**config.mk**
```make
export PLATFORM = sky130hd
export DESIGN_NAME = fetch_unit
export DESIGN_NICKNAME = d
export VERILOG_FILES = /design/src/rtl/fetch_unit.sv
export SDC_FILE = /design/constraint.sdc
export NUM_CORES = 1
export LEC_CHECK = 0
export ABC_CLOCK_PERIOD_IN_PS = 41500
export CAP_MARGIN = 40
export CORE_MARGIN = 2
export CORE_UTILIZATION = 63
export CTS_BUF_LIST = sky130_fd_sc_hd__clkbuf_2 sky130_fd_sc_hd__clkbuf_4 sky130_fd_sc_hd__clkbuf_8
export DETAILED_ROUTE_END_ITERATION = 10
export PLACE_DENSITY = 0.95
export SLEW_MARGIN = 25
export SYNTH_ARGS = -nofsm -noshare
export SYNTH_HDL_FRONTEND = slang
export SYNTH_SLANG_ARGS = --single-unit
```
**constraint.sdc**
```tcl
create_clock -name clk -period 41.5 [get_ports clk]
set_input_delay 10.375 -clock clk [delete_from_list [all_inputs] [get_ports clk]]
set_output_delay 10.375 -clock clk [all_outputs]
set_load 0.05 [all_outputs]
```
**src/rtl/fetch_unit.sv**
```systemverilog
// fetch_unit: decoupled instruction fetch with credit-based issue, DEPTH-entry buffer and redirect flush
module fetch_unit #(
   parameter int ADDR_WIDTH = 32,
   parameter int INSTR_WIDTH = 32,
   parameter int DEPTH = 4,
   parameter logic [ADDR_WIDTH-1:0] RESET_PC = '0,
   parameter logic [ADDR_WIDTH-1:0] PC_STEP = ADDR_WIDTH'(4)
) (
   input  logic                         clk,
   input  logic                         rst,
   output logic                         imem_req,
   output logic [ADDR_WIDTH-1:0]        imem_addr,
   input  logic [INSTR_WIDTH-1:0]       imem_rdata,
   input  logic                         redirect,
   input  logic [ADDR_WIDTH-1:0]        redirect_pc,
   output logic                         instr_valid,
   input  logic                         instr_ready,
   output logic [INSTR_WIDTH-1:0]       instr,
   output logic [ADDR_WIDTH-1:0]        instr_pc,
   output logic [$clog2(DEPTH+1)-1:0]   count
);
   localparam int CW = $clog2(DEPTH+1);
   localparam int PW = $clog2(DEPTH);
   localparam logic [PW-1:0] LAST = PW'(DEPTH-1);

   logic [ADDR_WIDTH-1:0]  fetch_pc_q, fetch_pc_d, inflight_pc_q, inflight_pc_d;
   logic                   inflight_q, inflight_d;
   logic [INSTR_WIDTH-1:0] instr_mem_q [DEPTH];
   logic [INSTR_WIDTH-1:0] instr_mem_d [DEPTH];
   logic [ADDR_WIDTH-1:0]  pc_mem_q [DEPTH];
   logic [ADDR_WIDTH-1:0]  pc_mem_d [DEPTH];
   logic [PW-1:0]          rd_ptr_q, rd_ptr_d, wr_ptr_q, wr_ptr_d;
   logic [CW-1:0]          count_q, count_d;
   logic [CW:0]            used;
   logic                   pop, push;

   always_comb begin
      pop = (count_q != '0) & instr_ready;
      push = inflight_q & ~redirect;
      // a slot freed by this cycle's pop is reusable immediately, sustaining one fetch per cycle
      used = {1'b0, count_q} + (CW+1)'(inflight_q) - (CW+1)'(pop);
      imem_req = ~rst & ~redirect & (used < (CW+1)'(DEPTH));
      fetch_pc_d = redirect ? redirect_pc : imem_req ? fetch_pc_q + PC_STEP : fetch_pc_q;
      inflight_d = imem_req;
      inflight_pc_d = imem_req ? fetch_pc_q : inflight_pc_q;
      rd_ptr_d = redirect ? '0 : !pop ? rd_ptr_q : rd_ptr_q == LAST ? '0 : rd_ptr_q + PW'(1);
      wr_ptr_d = redirect ? '0 : !push ? wr_ptr_q : wr_ptr_q == LAST ? '0 : wr_ptr_q + PW'(1);
      count_d = redirect ? '0 : count_q + CW'(push) - CW'(pop);
      instr_mem_d = instr_mem_q;
      pc_mem_d = pc_mem_q;
      if (push) begin
         instr_mem_d[wr_ptr_q] = imem_rdata;
         pc_mem_d[wr_ptr_q] = inflight_pc_q;
      end
   end

   always_ff @(posedge clk or posedge rst) begin
      if (rst) begin
         fetch_pc_q <= RESET_PC;
         inflight_q <= 1'b0;
         inflight_pc_q <= '0;
         rd_ptr_q <= '0;
         wr_ptr_q <= '0;
         count_q <= '0;
         for (int i = 0; i < DEPTH; i++) begin
            instr_mem_q[i] <= '0;
            pc_mem_q[i] <= '0;
         end
      end else begin
         fetch_pc_q <= fetch_pc_d;
         inflight_q <= inflight_d;
         inflight_pc_q <= inflight_pc_d;
         rd_ptr_q <= rd_ptr_d;
         wr_ptr_q <= wr_ptr_d;
         count_q <= count_d;
         instr_mem_q <= instr_mem_d;
         pc_mem_q <= pc_mem_d;
      end
   end

   assign imem_addr = fetch_pc_q;
   assign instr_valid = count_q != '0;
   assign instr = instr_mem_q[rd_ptr_q];
   assign instr_pc = pc_mem_q[rd_ptr_q];
   assign count = count_q;
endmodule

```
---- Word level (Yosys, flattened, before mapping) ----
Index checks and enable logic that the tools add are counted.
word-level totals
  flip-flop bits (word level) ............. 328
  bits in latches ......................... 0
  bits in writable memories ............... 0
  ROM bits ................................ 0
  input port bits ......................... 68
  output and inout port bits .............. 101
  word-level logic and storage cells ...... 59
  memories kept ........................... 0
operators by class
  add/sub/neg operators ................... 7
  $mul .................................... 0
  divide/modulo/power cells ............... 0
  order comparisons ....................... 4
  eq/ne operators ......................... 2
  shifts and indexed selects .............. 0
  mux-type cells .......................... 19
  bitwise logic cells ..................... 8
  reductions and logical operators ........ 5
operators by type and width
  kind                                                         count
  bitwise mux 128 bit                                          2
  two-way mux 32 bit                                           7
  binary-select mux 32 bit (select 2 bit)                      2
  demux 32 bit (select 2 bit)                                  1
  adder 32 x 3 -> 32 bit (second input constant)               1
  two-way mux 2 bit                                            6
  greater-or-equal comparator 3 bit (second input constant)    2
  NOT 2 -> 3 bit                                               2
  nonzero test 2 bit                                           3
  adder 2 x 1 -> 2 bit (second input constant)                 2
  adder 3 x 1 -> 4 bit                                         1
  AND 1 bit                                                    4
  equality test 2 bit (second input constant)                  2
  less-than comparator 4 x 3 -> 1 bit (second input constant)  1
  subtractor 4 x 1 -> 4 bit                                    1
  adder 3 x 1 -> 3 bit                                         1
  less-than comparator 3 x 1 -> 1 bit (second input constant)  1
  two-way mux 3 bit                                            1
  nonzero test 3 bit                                           1
  subtractor 3 x 1 -> 3 bit                                    1
  NOT 1 bit                                                    2
  logical AND 1 bit                                            1

---- Logic depth before layout (Yosys ltp) ----
  depth after elaboration ................. 7
  mapped depth ............................ 13
  gate-level depth less buffers ........... 11

---- Worst setup path after synthesis ----
OpenSTA, ideal clock, no wires.
  path type ............................... input-to-output
  start point ............................. in rst
  end point ............................... out imem_req
  arrival ................................. 19.016 ns
  required time ........................... 31.125 ns
  path slack .............................. 12.109 ns
  stages .................................. 5
  buffers on the path ..................... 1
  cells stage by stage .................... inv_1 > o2111ai_1 > and2_1 > nor2_2 > buf_2
between the ends
  cells in the longest elaborated chain, start to end .. 3
ends and longest elaborated chain
  item                     RTL line  text
  from (decl)              10        input logic rst,
  NOT 1 bit                42        imem_req = ~rst & ~redirect & (used < (CW+1)'(DEPTH));
  AND 1 bit (2 in series)  42
  to (decl)                11        output logic imem_req,
Every way passes these cells.

---- Worst setup path in the final report ----
  start point ............................. in instr_ready
  end point ............................... out imem_req
between the ends
  cells in the longest elaborated chain, start to end .. 4
ends and longest elaborated chain
  item                                 RTL line  text
  from (decl)                          17        input logic instr_ready,
  AND 1 bit                            38        pop = (count_q != '0) & instr_ready;
  subtractor 4 x 1 -> 4 bit            41        used = {1'b0, count_q} + (CW+1)'(inflight_q) - (CW+1)'(pop);
  less-than comparator 4 x 3 -> 1 bit  42
  AND 1 bit                            42
Every way passes these cells.

==> metrics.md <==
| Metric | Value |
|---|---|
| WP data arrival | between 10000 and 15000 ps |
| Tot Pwr | 1.23 mW |
| Routed Wire Length | 32700 um |
| Register area share after synthesis | between 50% and 60% |
| Fin. max-slew vios | 0 |
| Pin count of the biggest net entering global routing | just over 80 |
| Most frequent cells in the layout | dfrtp_1, mux2_2, clkdlybuf4s50_1, mux4_2, clkbuf_8 |
| Post-CTS setup-driven buffer insertion count | 0 |
| Number of global-route vias before repair | 9970 |
| Syn avg cell area | 15.2 sq um |
| Via count | 9051 |
| # fillers | 1283 |
| Post-DRT Antenna Nets | 0 |
| Core area | 22600 sq um |
| Final worst slack | 17510 ps |
| Drt wl/cell | around 22 um |
| Vias per cell | 6.19 |
| Post-Route Skew | 30.1 ps |
| Std-Cell Rows | between 50 and 60 |
| Crit path max fanout | 21 |
| Commonest non-fill, non-tap cell in the layout | dfrtp_1 |
| CP Data Required Time | 31120 ps |
| Dpl ws | 17510 ps |
| Die area | 24300 sq um |
| Hold Crit Class | register to register |
| Worst slew margin | between 40% and 50% |
| Routability congestion estimate | 0.817 |
| Residual DRC count | 0 |
| FMAX | about 0.042 GHz |
| PD cells | 69.3 nW/um^2 |
| Mux cell area share after synthesis | 32.6% |
| R2R Path End | inflight_pc_q[8] |
| Die Height | 156 um |
| CTS Root Cell | clkbuf_8 |
| Number of flops mapped to enable cells by yosys | 0 |
| Maxcap violations | 0 |
| Worst IR Drop VDD | 0.0503 mV |
| Synthesized cell area | 14500 sq um |
| Worst skew pair latency | 580 ps |
| WS Path Type | primary input to primary output |
| Worst setup EP type | primary output |
| FF-to-FF Start | count[1] |
| Setup TNS | 0 ps |
| Share of layout cells above drive strength 1 | 40.7% |
| Clock slew at reported path FFs | 60 ps |
| Count of hold-fix buffers inserted at cts | 0 |
| DP HPWL | 20600 um |
| Synth Area in Adders | 1.08% |
| R2R Setup Slk | 37680 ps |
| Critical Path Source Type | primary input |
| Total of warnings raised by yosys | 0 |
| GRT Util Overall | 28.3% |
| Async S/R FF share, synth | 100% |
| Ports | 169 |
| Crit share post-route | between 50 and 60% |
| Die span in x | 156 um |
| Netlist cell types | 42 |
| Initial antenna violation count | 0 |
| GRT overflow | 0 |
| Port Buffers | 168 |
| Pre-antenna DRT Iters | 5 |
| Num CTS Buffers | 52 |
| Clock buffer depth | 3 |
| P_leak | 8.06 nW |
| H-tree levels | 2 |
| Setup violators final | 0 |
| Initial Util | around 64% |
| DR iter-0 viols | 494 |
| Post-synthesis simple-gate area fraction | 3.64% |
| Syn Inst Count | 956 |
| Commonest register cell after synthesis | dfrtp_1 |
| Tmin final | roughly 24000 ps |
| First-pass GRT wire length | 53500 um |
| Fin area | about 18000 sq um |
| Post-synthesis net count | approximately 1.0k |
| TritonCTS clock tree | built |
| Cell Area, Placed | 16700 sq um |
| Synth Area in Compound Gates | 2.94% |
| Area Growth Syn to Fin | 22.0% |
| Post-CTS resize count | 0 |
| Final #Nets | 1222 |
| Final hold violation count | 0 |
| RSZ-0062 raised after global routing | false |
| Status | completed |
| Post-synthesis xor/xnor area fraction | about 1.3% |
| Yosys reg bits | 328 |
| Hold Crit Depth | 1 |
| Least-Margin Pin Slew | about 780 ps |
| Hold path startpoint | instr_mem_q[31] |
| Reg2reg path depth | 12 |
| Largest family of logic cells by synthesized area | multiplexers |
| Clock sinks | 328 |
| Hold endpoint | instr_mem_q[31] |
[worst max-delay path, cell delays in order]
cell	delay, ps
clkdlybuf4s50_1	510
nand2_1	120
inv_1	130
ha_1	160
inv_1	40
ha_1	250
and3b_1	190
or4b_4	650
and2_1	250
nor2_4	130
clkdlybuf4s50_1	820
[layer usage]
layer | GRT usage (%) | share of wire [%]
met4 | 8.61 | 2.3
met3 | 6.08 | 6.5
met2 | 47.9 | 50
met1 | 37.3 | 41
met5 | 0 | 0
[state kept, by name, indices dropped and copies added (netlist names)]
name           flops
inflight_q         1
pc_mem_q         128
rd_ptr_q           2
count              3
imem_addr         32
inflight_pc_q     32
instr_mem_q      128
wr_ptr_q           2
[cell usage after synthesis (2+ instances only)]
library cell / count / area [sq um]
xnor2_1: 18 / 158
a311o_1: 2 / 20.0
nand3_1: 16 / 80.1
nor2_1: 18 / 67.6
mux2_2: 291 / 3280
a211oi_1: 7 / 52.6
mux2i_1: 2 / 20.0
a211o_1: 2 / 17.5
and4_1: 2 / 17.5
or3_1: 4 / 25.0
nand4_1: 8 / 50.1
a31oi_1: 7 / 43.8
a2111oi_2: 6 / 90.1
inv_1: 17 / 63.8
buf_2: 7 / 35.0
ha_1: 11 / 138
buf_1: 5 / 18.8
dfrtp_1: 328 / 8210
and3_1: 4 / 25.0
o31ai_1: 4 / 30.0
xor2_1: 3 / 26.3
nor3_1: 5 / 25.0
mux4_2: 64 / 1440
a21oi_1: 6 / 30.0
o21ai_0: 15 / 75.1
or4_1: 6 / 45.0
clkbuf_1: 40 / 150
nand2_1: 39 / 146
o21ai_1: 6 / 30.0
[kinds of logic (layout without fill, tap and decap cells)]
family / Yosys count / count (layout)
XOR/XNOR: 21 / 21
other: 0 / 1
buffers and inverters: 71 / 291
multiplexers: 357 / 357
AO/OA/AOI/OAI: 59 / 59
flip-flops: 328 / 328
adder cells (fa/ha/maj): 12 / 12
AND/OR/NAND/NOR: 108 / 108
[report_power, final]
part           internal [mW]  total (mW)  leakage [nW]  switching (mW)
sequential             0.404       0.468          4.31          0.0644
clock                  0.153       0.273         0.554           0.120
combinational          0.216       0.488          3.20           0.272
total                  0.773        1.23          8.06           0.457
[worst max-delay path by stage]
stage	startpoint	endpoint	slack, ps	cells after the start
5_1_grt	instr_ready	imem_req	17430	11
3_3_place_gp	instr_ready	imem_req	17560	11
3_5_place_dp	instr_ready	imem_req	17510	11
6_report	instr_ready	imem_req	17510	11
2_1_floorplan	rst	imem_req	12110	5
4_1_cts	instr_ready	imem_req	17510	11
[final cells by class]
class	count	area, sq um	area share (%)
inverter	17	71.3	0.402
antenna	1	2.50	0.0141
clock buffer	83	1010	5.70
sequential	328	8220	46.3
multi-input combinational	557	6080	34.3
tap	285	357	2.01
clock inverter	5	30.0	0.169
timing repair buffer	186	1960	11.1
[through the flow]
stage	hold WS, ps	cells	util, %
final	498	1462	78.3
after global routing	511	1461	78.3
after CTS	501	1460	78.2
after detailed placement	488	1372	73.6
after global placement	481	1362	72.7
after floorplan	474	956	-
Note: power is estimated with default switching activity, not from simulation.
